[src/rtl/riscv_fetch_queue_if.sv]
// Fetch-queue bus: instruction-memory request/response, redirect input and decode handshake.
// master = fetch queue side, slave = memory/decode environment side.
interface riscv_fetch_queue_if #(
    parameter int DEPTH = 4
);
    logic                         imem_req;
    logic [31:0]                  imem_addr;
    logic [31:0]                  imem_rdata;
    logic                         redirect_valid;
    logic [31:0]                  redirect_pc;
    logic                         id_ready;
    logic                         id_valid;
    logic [31:0]                  id_instr;
    logic [31:0]                  id_pc;
    logic [$clog2(DEPTH+1)-1:0]   occupancy;

    modport master (
        output imem_req, imem_addr, id_valid, id_instr, id_pc, occupancy,
        input  imem_rdata, redirect_valid, redirect_pc, id_ready
    );

    modport slave (
        input  imem_req, imem_addr, id_valid, id_instr, id_pc, occupancy,
        output imem_rdata, redirect_valid, redirect_pc, id_ready
    );
endinterface

[src/rtl/riscv_fetch_queue.sv]
// Sequential instruction prefetch into a small {pc, instr} FIFO with redirect flush.
// Optional FETCH_STATS_EN adds stat_flushes / stat_bubbles counters.
module riscv_fetch_queue #(
    parameter int          DEPTH    = 4,
    parameter logic [31:0] RESET_PC = 32'h0000_0000
) (
    input  logic                clk,
    input  logic                reset,
    riscv_fetch_queue_if.master bus
`ifdef FETCH_STATS_EN
    ,
    output logic [31:0]         stat_flushes,
    output logic [31:0]         stat_bubbles
`endif
);
    localparam int              AW    = $clog2(DEPTH);
    localparam int              OCC_W = $clog2(DEPTH + 1);
    localparam logic [OCC_W:0]  LIMIT = DEPTH[OCC_W:0];

    logic              r_start;
    logic [31:0]       r_fetch_pc;
    logic              r_inflight;
    logic [31:0]       r_inflight_pc;
    logic [AW-1:0]     r_rd_ptr;
    logic [AW-1:0]     r_wr_ptr;
    logic [OCC_W-1:0]  r_count;
    logic [31:0]       r_mem_pc    [DEPTH];
    logic [31:0]       r_mem_instr [DEPTH];

    logic              w_req;
    logic              w_push;
    logic              w_pop;
    logic              w_valid;
    logic [OCC_W:0]    w_credit;
    logic              w_unused_pc_lsbs;

    // Credit counts the in-flight response so it always finds a free slot.
    assign w_credit = {1'b0, r_count} + {{OCC_W{1'b0}}, r_inflight};
    assign w_req    = r_start & ~bus.redirect_valid & (w_credit < LIMIT);
    assign w_valid  = (r_count != '0);
    assign w_push   = r_inflight & ~bus.redirect_valid;
    assign w_pop    = w_valid & bus.id_ready & ~bus.redirect_valid;
    assign w_unused_pc_lsbs = ^bus.redirect_pc[1:0];

    always_ff @(posedge clk or posedge reset) begin
        if (reset) begin
            r_start    <= 1'b0;
            r_fetch_pc <= RESET_PC;
            r_inflight <= 1'b0;
            r_rd_ptr   <= '0;
            r_wr_ptr   <= '0;
            r_count    <= '0;
        end else begin
            r_start    <= 1'b1;
            r_inflight <= w_req;
            if (bus.redirect_valid) begin
                r_fetch_pc <= {bus.redirect_pc[31:2], 2'b00};
                r_rd_ptr   <= '0;
                r_wr_ptr   <= '0;
                r_count    <= '0;
            end else begin
                if (w_req)
                    r_fetch_pc <= r_fetch_pc + 32'd4;
                if (w_push)
                    r_wr_ptr <= r_wr_ptr + AW'(1);
                if (w_pop)
                    r_rd_ptr <= r_rd_ptr + AW'(1);
                case ({w_push, w_pop})
                    2'b10:   r_count <= r_count + OCC_W'(1);
                    2'b01:   r_count <= r_count - OCC_W'(1);
                    default: r_count <= r_count;
                endcase
            end
        end
    end

    // Storage is qualified by the control state above, so it needs no reset.
    always_ff @(posedge clk) begin
        if (w_req)
            r_inflight_pc <= r_fetch_pc;
        if (w_push) begin
            r_mem_pc[r_wr_ptr]    <= r_inflight_pc;
            r_mem_instr[r_wr_ptr] <= bus.imem_rdata;
        end
    end

    assign bus.imem_req  = w_req;
    assign bus.imem_addr = r_fetch_pc;
    assign bus.id_valid  = w_valid;
    assign bus.id_instr  = w_valid ? r_mem_instr[r_rd_ptr] : 32'd0;
    assign bus.id_pc     = w_valid ? r_mem_pc[r_rd_ptr]    : 32'd0;
    assign bus.occupancy = r_count;

`ifdef FETCH_STATS_EN
    logic [31:0] r_stat_flushes;
    logic [31:0] r_stat_bubbles;

    always_ff @(posedge clk or posedge reset) begin
        if (reset) begin
            r_stat_flushes <= 32'd0;
            r_stat_bubbles <= 32'd0;
        end else begin
            if (bus.redirect_valid)
                r_stat_flushes <= r_stat_flushes + 32'd1;
            if (r_start & ~w_valid)
                r_stat_bubbles <= r_stat_bubbles + 32'd1;
        end
    end

    assign stat_flushes = r_stat_flushes;
    assign stat_bubbles = r_stat_bubbles;
`endif
endmodule
[src/flat_wrapper.sv]
// flat-port wrapper written by rule: the top's interface ports become plain ports
module riscv_fetch_queue_flat 
#(
    parameter int          DEPTH    = 4,
    parameter logic [31:0] RESET_PC = 32'h0000_0000
)
  (clk, reset, bus_imem_req, bus_imem_addr, bus_id_valid, bus_id_instr, bus_id_pc, bus_occupancy, bus_imem_rdata, bus_redirect_valid, bus_redirect_pc, bus_id_ready);
  riscv_fetch_queue_if #(.DEPTH(DEPTH)) bus_i ();
  input  logic clk;
  input  logic reset;
  output wire logic [$bits(bus_i.imem_req)-1:0] bus_imem_req;
  output wire logic [$bits(bus_i.imem_addr)-1:0] bus_imem_addr;
  output wire logic [$bits(bus_i.id_valid)-1:0] bus_id_valid;
  output wire logic [$bits(bus_i.id_instr)-1:0] bus_id_instr;
  output wire logic [$bits(bus_i.id_pc)-1:0] bus_id_pc;
  output wire logic [$bits(bus_i.occupancy)-1:0] bus_occupancy;
  input wire logic [$bits(bus_i.imem_rdata)-1:0] bus_imem_rdata;
  input wire logic [$bits(bus_i.redirect_valid)-1:0] bus_redirect_valid;
  input wire logic [$bits(bus_i.redirect_pc)-1:0] bus_redirect_pc;
  input wire logic [$bits(bus_i.id_ready)-1:0] bus_id_ready;
  assign bus_imem_req = bus_i.imem_req;
  assign bus_imem_addr = bus_i.imem_addr;
  assign bus_id_valid = bus_i.id_valid;
  assign bus_id_instr = bus_i.id_instr;
  assign bus_id_pc = bus_i.id_pc;
  assign bus_occupancy = bus_i.occupancy;
  assign bus_i.imem_rdata = bus_imem_rdata;
  assign bus_i.redirect_valid = bus_redirect_valid;
  assign bus_i.redirect_pc = bus_redirect_pc;
  assign bus_i.id_ready = bus_id_ready;
  riscv_fetch_queue #(.DEPTH(DEPTH), .RESET_PC(RESET_PC)) u_core (.clk(clk), .reset(reset), .bus(bus_i));
endmodule
[config.mk]
export PLATFORM = sky130hd
export DESIGN_NAME = riscv_fetch_queue_flat
export DESIGN_NICKNAME = d
export VERILOG_FILES = /design/src/rtl/riscv_fetch_queue_if.sv /design/src/rtl/riscv_fetch_queue.sv /design/src/flat_wrapper.sv
export SDC_FILE = /design/constraint.sdc
export NUM_CORES = 1
export LEC_CHECK = 0
export CORE_MARGIN = 3
export CORE_UTILIZATION = 59
export CTS_BUF_LIST = sky130_fd_sc_hd__clkbuf_4 sky130_fd_sc_hd__clkbuf_8 sky130_fd_sc_hd__clkbuf_16
export DETAILED_ROUTE_END_ITERATION = 10
export GPL_TIMING_DRIVEN = 0
export PLACE_DENSITY = 0.85
export SETUP_SLACK_MARGIN = 0.1
export SYNTH_ARGS = -nofsm -noshare
export SYNTH_HDL_FRONTEND = slang
export SYNTH_SLANG_ARGS = --single-unit
[constraint.sdc]
create_clock -name clk -period 6.8 [get_ports clk]
set_input_delay 1.7 -clock clk [delete_from_list [all_inputs] [get_ports clk]]
set_output_delay 1.7 -clock clk [all_outputs]
set_load 0.02 [all_outputs]
# [After elaboration in Yosys (flattened, before gate mapping)]
# Memory sizes are Yosys's and may differ from the RTL's.
# Index checks and enable logic that the tools add are counted.
# W data, S select, Z words.
[totals] reg_bits=73 latchBits=0 mem_bits_rw=256 mem_bits_ro=0 in_bits=68 out_inout_bits=101 word_cells=41 mem_count=2
[mem_list] name="u_core.r_mem_instr" depth=4 width=32 read_ports=1 rd_clocked_by_memory_dff=0 wr=1 line_no="riscv_fetch_queue.sv:28" source="logic [31:0] r_mem_instr [DEPTH];"
[mem_list] name="u_core.r_mem_pc" depth=4 width=32 read_ports=1 rd_clocked_by_memory_dff=0 wr=1 line_no="riscv_fetch_queue.sv:27" source="logic [31:0] r_mem_pc [DEPTH];"
[classes] add_sub_neg=6 multipliers=0 div=0 n_lt_le_gt_ge=1 eq_ne=2 shifts=0 mux=12 n_bitwise=6 n_reduce_logical=5
[op_table] cell="$mux W32" n=4
[op_table] cell="$add A32 B3 Y32 const B" n=1
[op_table] cell="$mux W2" n=4
[op_table] cell="$pmux W3 S2" n=1
[op_table] cell="$reduce_bool A2 Y1" n=3
[op_table] cell="$reduce_bool A3 Y1" n=2
[op_table] cell="$and A1 B1 Y1" n=5
[op_table] cell="$add A2 B1 Y2 const B" n=2
[op_table] cell="$add A3 B1 Y4" n=1
[op_table] cell="$lt A4 B3 Y1 const B" n=1
[op_table] cell="$add A3 B1 Y3 const B" n=1
[op_table] cell="$mux W3" n=1
[op_table] cell="$sub A3 B1 Y3 const B" n=1
[op_table] cell="$eq A2 B1 Y1 const B" n=1
[op_table] cell="$eq A2 B2 Y1 const B" n=1
[op_table] cell="$mux W1" n=2
[op_table] cell="$not A1 Y1" n=1

# [Depth between registers and ports, before layout]
# Gate-level depths: netlist of the first run.
[logic_depth] ltp_word=6 mapped_depth=8 ltp_nobuf=7

# [Least setup slack after synthesis of the first run]
# OpenSTA, ideal clock, no wires.
[synth_path] path_type="input -> output" startpoint="input port bus_redirect_valid" endpoint="output port bus_imem_req" t_arrival_ns=2.681 required_time_ns=5.100 slack_ns=2.419 stages=4 path_buffers=1 path_cell_list="nor2_1 -> nand3_2 -> clkinv_1 -> buf_2"
[synth_between] elab_chain_cells=3
[synth_rtl] item="start, declared" line_no="flat_wrapper.sv:18" source="input wire logic [$bits(bus_i.redirect_valid)-1:0] bus_redirect_valid;"
[synth_rtl] item="$not A1 Y1" line_no="riscv_fetch_queue.sv:39" source="assign w_req = r_start & ~bus.redirect_valid & (w_credit < LIMIT);"
[synth_rtl] item="$and A1 B1 Y1 (2 in a row)" line_no="riscv_fetch_queue.sv:39"
[synth_rtl] item="end, declared" line_no="flat_wrapper.sv:11" source="output wire logic [$bits(bus_i.imem_req)-1:0] bus_imem_req;"
# Every way passes these cells.

# [Worst setup path after layout of the first run]
# Ends and elaborated chain as after synthesis.

==> run metrics, run 1 <==
status completed; count of pins over their slew limit 0; Residual DRC 0; slowest stage cell on the critical path buf_2; Most Frequent Cell on Critical Path clkdlybuf4s50_1; Pwr Density roughly 360 nW/µm²; Post-Route Skew 9.13 ps; clock tree buffer depth 3; Crit path arrival time about 4600 ps; CTS root buf clkbuf_16; Reg clk slew, reported paths 60 ps; later-pin clock latency in the skew report 540 ps; initial antenna violation count 0; Sink Count 317; Avg Cell Area, Syn 18.6 µm²; RePlAce Congestion between 0.8 and 0.9; Total GRT Usage 0.236; Startpoint Class primary input; TritonCTS Buffers 31; DR vias/cell 5.93; Top delay family on crit path buffers and inverters; die area about 23000 µm²; 1st-iter DRT viols 602; WHS Path Cells 0; CP Capture Type primary output; synthesis-to-finish area growth 24.5%; Post-CTS Setup Repair Bufs 0; layout cells sized above 1 0.158; pin count of the biggest net entering global routing 47; cells on worst reg2reg path 8; port bufs 162; RSZ-0062 raised after global routing no; period utilization 0.921; library cells used by synthesis 49; Final ANT Viol Nets 0; Max-Cap Viols 0; #FFs+latches synth 317; DP Area 14600 µm²; final net count 949; Final Cell Area 15600 µm²; Tmin final 6260 ps; FILL cells approximately 1200; # hold bufs at CTS 0; FMAX about 160 MHz; routed length per instance 22.6 µm; worst-path cell chain clkdlybuf4s50_1 -> nor2_1 -> nand3_2 -> clkinv_1 -> buf_2 -> clkdlybuf4s50_1; Worst Tran Pin Value 1030 ps; worst path bufs/invs 4; Crit Path Max Fanout 41; critical path required time between 5000 and 6000 ps; CTS tree built; Worst path max stage delay 840 ps; first-pass GRT wire length a little over 40000 µm; post_cts resized 0; worst vdd ir 0.239 mV; final setup fails 0; wirelength, routed 26400 µm; Slew HR 0.311; Die H 152 µm; yosys warns 0; HP Class reg -> reg; synthesized instance count 673; Leak 5.19 nW; vias in the first global route around 7400; Synth Cell Area between 10000 and 15000 µm²; post-synthesis sequential area ratio 0.745; core footprint 20600 µm²; H-tree Lvls 1; Final Util 0.758; routed via count between 6000 and 7000; IO Count between 150 and 200; Place WS 554 ps; final setup TNS 0 ps; site row count 52; n_diodes 0; worst setup margin 538 ps; Remaining Overflow, GRT 0; Crit Path Class in -> out; Hold Fails Final Rpt 0; DR pass1 iterations 5; initial core utilization 0.609; WP depth 6; Finished Layout Cells between 1000 and 1500; Die W between 150 and 200 µm; Final HPWL DP around 17000 µm; cell count after placement roughly 1100
## power by group
group | leakage (nW) | switching (mW) | internal [mW] | total [mW]
clock | 0.495 | 0.651 | 0.955 | 1.61
sequential | 3.00 | 0.0978 | 2.24 | 2.34
combinational | 1.69 | 0.865 | 0.824 | 1.69
## area by class of cell
| class | count | area (µm²) | area share |
|---|---|---|---|
| flip-flops and latches | 317 | 9320 | 0.598 |
| multi-input cells | 316 | 3030 | 0.194 |
| clock buffers | 46 | 907 | 0.0582 |
| well taps | 270 | 338 | 0.0217 |
| plain buffers | 35 | 156 | 0.0100 |
| clock inverters | 9 | 70.1 | 0.00450 |
| inverters | 8 | 30.0 | 0.00193 |
| repair buffers | 166 | 1730 | 0.111 |
## through the flow
step	power [mW]	hold WS, ps
finish	5.63	496
detailed placement	4.07	487
floorplan	3.33	459
CTS	5.69	492
global route	5.87	511
global placement	4.04	466
## layer usage
| layer | GRT usage | share of wire |
|---|---|---|
| met5 | 0 | 0 |
| met4 | 0.0481 | 0.014 |
| met3 | 0.0538 | 0.082 |
| met2 | 0.385 | 0.50 |
| met1 | 0.335 | 0.41 |
## synth_stat cells, drive strengths merged
cell type / instances / area [µm²]
a21o: 2 / 15.0
a21oi: 2 / 10.0
a221o: 8 / 81.3
a22oi: 4 / 30.0
a31oi: 1 / 6.26
a32o: 1 / 10.0
a41oi: 1 / 8.76
and2: 66 / 413
and3: 1 / 6.26
and4: 2 / 17.5
buf: 14 / 77.6
clkbuf: 21 / 78.8
clkinv: 1 / 3.75
conb: 2 / 7.51
dfrtp: 39 / 976
edfxtp: 278 / 8350
fa: 1 / 20.0
ha: 5 / 62.6
inv: 7 / 26.3
mux2i: 3 / 30.0
mux4: 62 / 1400
nand2: 38 / 145
nand3: 24 / 125
nand3b: 1 / 7.51
nand4: 9 / 71.3
nor2: 15 / 56.3
nor2b: 5 / 31.3
nor3: 8 / 45.0
nor3b: 1 / 7.51
nor4: 3 / 48.8
o211ai: 8 / 60.1
o21ai: 12 / 60.1
o221ai: 3 / 26.3
o311ai: 9 / 78.8
or2: 1 / 6.26
or3: 2 / 13.8
or4: 2 / 15.0
xnor2: 2 / 17.5
xor2: 9 / 78.8
## cell families after synthesis
family,count (synthesis),synth area share
AOI/OAI and AO/OA,51,0.0309
xor gates and xnor gates,11,0.00770
adders and majority gates,6,0.00660
buffers and inverters,43,0.0149
DFF,317,0.745
muxes,65,0.114
other,2,0.000600
and+or+nand+nor,178,0.0807
## worst reg2reg max path: cells and delay by family (launching register included)
kind / cells / cell delay, ps
flops: 1 / 360
simple gates: 3 / 540
buf+inv: 3 / 1260
compound gates: 2 / 370
## sequential cells by signal (all words and copies together), names as in the netlist
name                  flops
u_core.r_inflight_pc     30
u_core.r_mem_instr      128
u_core.r_inflight         1
u_core.r_start            1
u_core.bus.imem_addr     30
u_core.r_rd_ptr           2
u_core.bus.occupancy      3
u_core.r_wr_ptr           2
u_core.r_mem_pc         120
## final timing paths
path / slack (ps) / startpoint / endpoint
hold reg to reg: 500 / u_core.r_inflight_pc[12] / u_core.r_mem_pc[3][12]
min in group asynchronous: 1650 / reset / u_core.bus.imem_addr[14]
setup / recovery: 540 / bus_redirect_valid / bus_imem_req
setup reg to reg: 4120 / u_core.r_inflight / u_core.bus.imem_addr[17]
max in group asynchronous: 4600 / reset / u_core.bus.imem_addr[10]
hold / removal: 500 / u_core.r_inflight_pc[12] / u_core.r_mem_pc[3][12]
## layout by cell type (no fill, tap or decap), types with 9 or more instances in the layout
| master | count |
|---|---|
| nand2_1 | 37 |
| and2_1 | 62 |
| nor2_1 | 15 |
| xor2_1 | 9 |
| o21ai_0 | 12 |
| dfrtp_1 | 39 |
| clkdlybuf4s50_1 | 162 |
| clkbuf_16 | 31 |
| clkbuf_1 | 21 |
| mux4_2 | 62 |
| edfxtp_1 | 278 |
| nand3_1 | 23 |
| clkbuf_4 | 12 |
Note: power is estimated with default switching activity, not from simulation.
==> run 2, diff against run 1 <==
- CTS_CLUSTER_SIZE: not set -> 16
==> run metrics, run 2 (synthesis results as in run 1) <==
status completed; Crit Path Max Fanout 41 (unchanged); final setup TNS 0 ps (unchanged); Leak 5.21 nW (+0.54%); core footprint 20600 µm² (unchanged); port bufs 162 (unchanged); Max-Cap Viols 0 (unchanged); routed length per instance 22.8 µm (+0.76%); Worst path max stage delay 830 ps (about the same); Residual DRC 0 (unchanged); FMAX 160 MHz (+0.37%); worst-path cell chain clkdlybuf4s50_1 -> nor2_1 -> nand3_2 -> clkinv_1 -> buf_2 -> clkdlybuf4s50_1; Tmin final 6240 ps (-23.2 ps); max reg flops 128 (unchanged); H-tree Lvls 1 (unchanged); Remaining Overflow, GRT 0 (unchanged); IO Count 169 (unchanged); worst vdd ir 0.244 mV (+2.3%); # hold bufs at CTS 0 (unchanged); switching share of power 0.286 (-0.000562); HP Class reg -> reg; critical path required time 5100 ps (about the same); leading cell type in the layout, fill and taps excluded edfxtp_1; Crit Path Class in -> out; final net count 949 (unchanged); pin count of the biggest net entering global routing 47 (unchanged); Post-Route M1 WL 10700 µm (-0.26%); Sink Count 317 (unchanged); Most Frequent Cell on Critical Path clkdlybuf4s50_1; Final Util 0.761 (+0.00250); met2 routed WL 13100 µm (+0.13%); combinational share of power 0.297 (-0.003); initial antenna violation count 0 (unchanged); routed via count 7000 (+1.2%); 1st-iter DRT viols 608 (+1.0%); Die W 152 µm (unchanged); Post-CTS Setup Repair Bufs 0 (unchanged); count of pins over their slew limit 0 (unchanged); initial core utilization 0.609 (unchanged); Pwr Density 364 nW/µm² (+0.84%); RePlAce Congestion 0.891 (unchanged); CTS tree built; largest reg by FF count u_core.r_mem_instr; Worst Tran Pin Value 1020 ps (-8.43 ps); period utilization 0.917 (-0.00341); wirelength, routed 26700 µm (+0.93%); Slew HR 0.317 (+0.00562); met3 wire len 2400 µm (+10%); TritonCTS Buffers 31 (unchanged); CP Capture Type primary output; Final ANT Viol Nets 0 (unchanged); Startpoint Class primary input; site row count 52 (unchanged); layout cells sized above 1 0.162 (+0.00410); Hold Fails Final Rpt 0 (unchanged); Reg clk slew, reported paths 60 ps (about the same); vias in the first global route 7396 (+0.41%); CTS root buf clkbuf_16; synthesis-to-finish area growth 24.9%; Sequential Power Share 0.410 (-0.005); post_cts resized 0 (unchanged); Crit path arrival time 4540 ps (-20 ps); Place WS 554 ps (unchanged); DR vias/cell 5.99 (+1.0%); most frequent cells in the layout 278 x edfxtp_1, 162 x clkdlybuf4s50_1, 62 x mux4_2, 62 x and2_1, 39 x dfrtp_1; DR pass1 iterations 5 (unchanged); largest registers u_core.r_mem_instr x128, u_core.r_mem_pc x120; RSZ-0062 raised after global routing no; die area 23000 µm² (unchanged); later-pin clock latency in the skew report 550 ps (about the same); power share of the clock group 0.293 (+0.008); Post-Route Skew 23.2 ps (+14.1 ps); WHS 496 ps (-0.152 ps); top routing layer in use met4; worst setup margin 561 ps (+23.2 ps); clock tree buffer depth 3 (unchanged); n_diodes 0 (unchanged); Total GRT Usage 0.239 (+0.00329); Die H 152 µm (unchanged); Int Pwr 4.07 mW (+1.3%); final setup fails 0 (unchanged); first-pass GRT wire length 41900 µm (+1.1%); Top delay family on crit path buffers and inverters; FILL cells 1192 (-2.3%); worst path bufs/invs 4 (unchanged); slowest stage cell on the critical path buf_2; Final HPWL DP 17000 µm (unchanged); total power 5.70 mW (+1.2%); Switch Pwr 1.63 mW (+0.98%)
-- run 2: cell types whose count changed in the layout (fill, tap and decap cells not counted), sizes merged --
| cell | change |
|---|---|
| clkbuf | +3 |
| inv | -1 |
-- run 2: final cells by class --
class                   instances  area [µm²]  share of cell area
well taps                     270         338              0.0216
multi-input cells             316        3030               0.194
repair buffers                166        1730               0.111
flip-flops and latches        317        9320               0.596
inverters                       8        30.0             0.00192
clock inverters                 8        61.3             0.00392
clock buffers                  49         967              0.0618
plain buffers                  35         156              0.0100
-- run 2: power groups by stage --
stage	clock network, mW	logic [mW]	registers, mW
2_1_floorplan	0	0.947	2.38
3_3_place_gp	0	1.67	2.37
3_5_place_dp	0	1.70	2.37
4_1_cts	1.69	1.72	2.33
5_1_grt	1.76	1.82	2.35
6_report	1.67	1.69	2.34
-- run 2: final timing paths --
| kind | start | cells after the start | end | slack (ps) |
|---|---|---|---|---|
| max reg2reg | u_core.r_inflight | 8 | u_core.bus.imem_addr[17] | 4100 |
| min reg2reg | u_core.r_inflight_pc[12] | 0 | u_core.r_mem_pc[3][12] | 500 |
| max in group asynchronous | reset | 2 | u_core.bus.occupancy[0] | 4600 |
| max | bus_redirect_valid | 6 | bus_imem_req | 560 |
| min in group asynchronous | reset | 2 | u_core.bus.imem_addr[14] | 1630 |
| min | u_core.r_inflight_pc[12] | 0 | u_core.r_mem_pc[3][12] | 500 |
-- run 2: metrics by stage --
stage | cell area (µm²) | cells
2_1_floorplan | 12500 | 676
3_3_place_gp | 14500 | 1108
3_5_place_dp | 14600 | 1112
4_1_cts | 15600 | 1169
5_1_grt | 15600 | 1169
6_report | 15600 | 1169
-- run 2: routing by layer --
layer	vias to the layer above	track usage
met5	-	0
li1	3079	-
met4	0	0.0490
met2	311	0.387
met3	34	0.0586
met1	3576	0.340
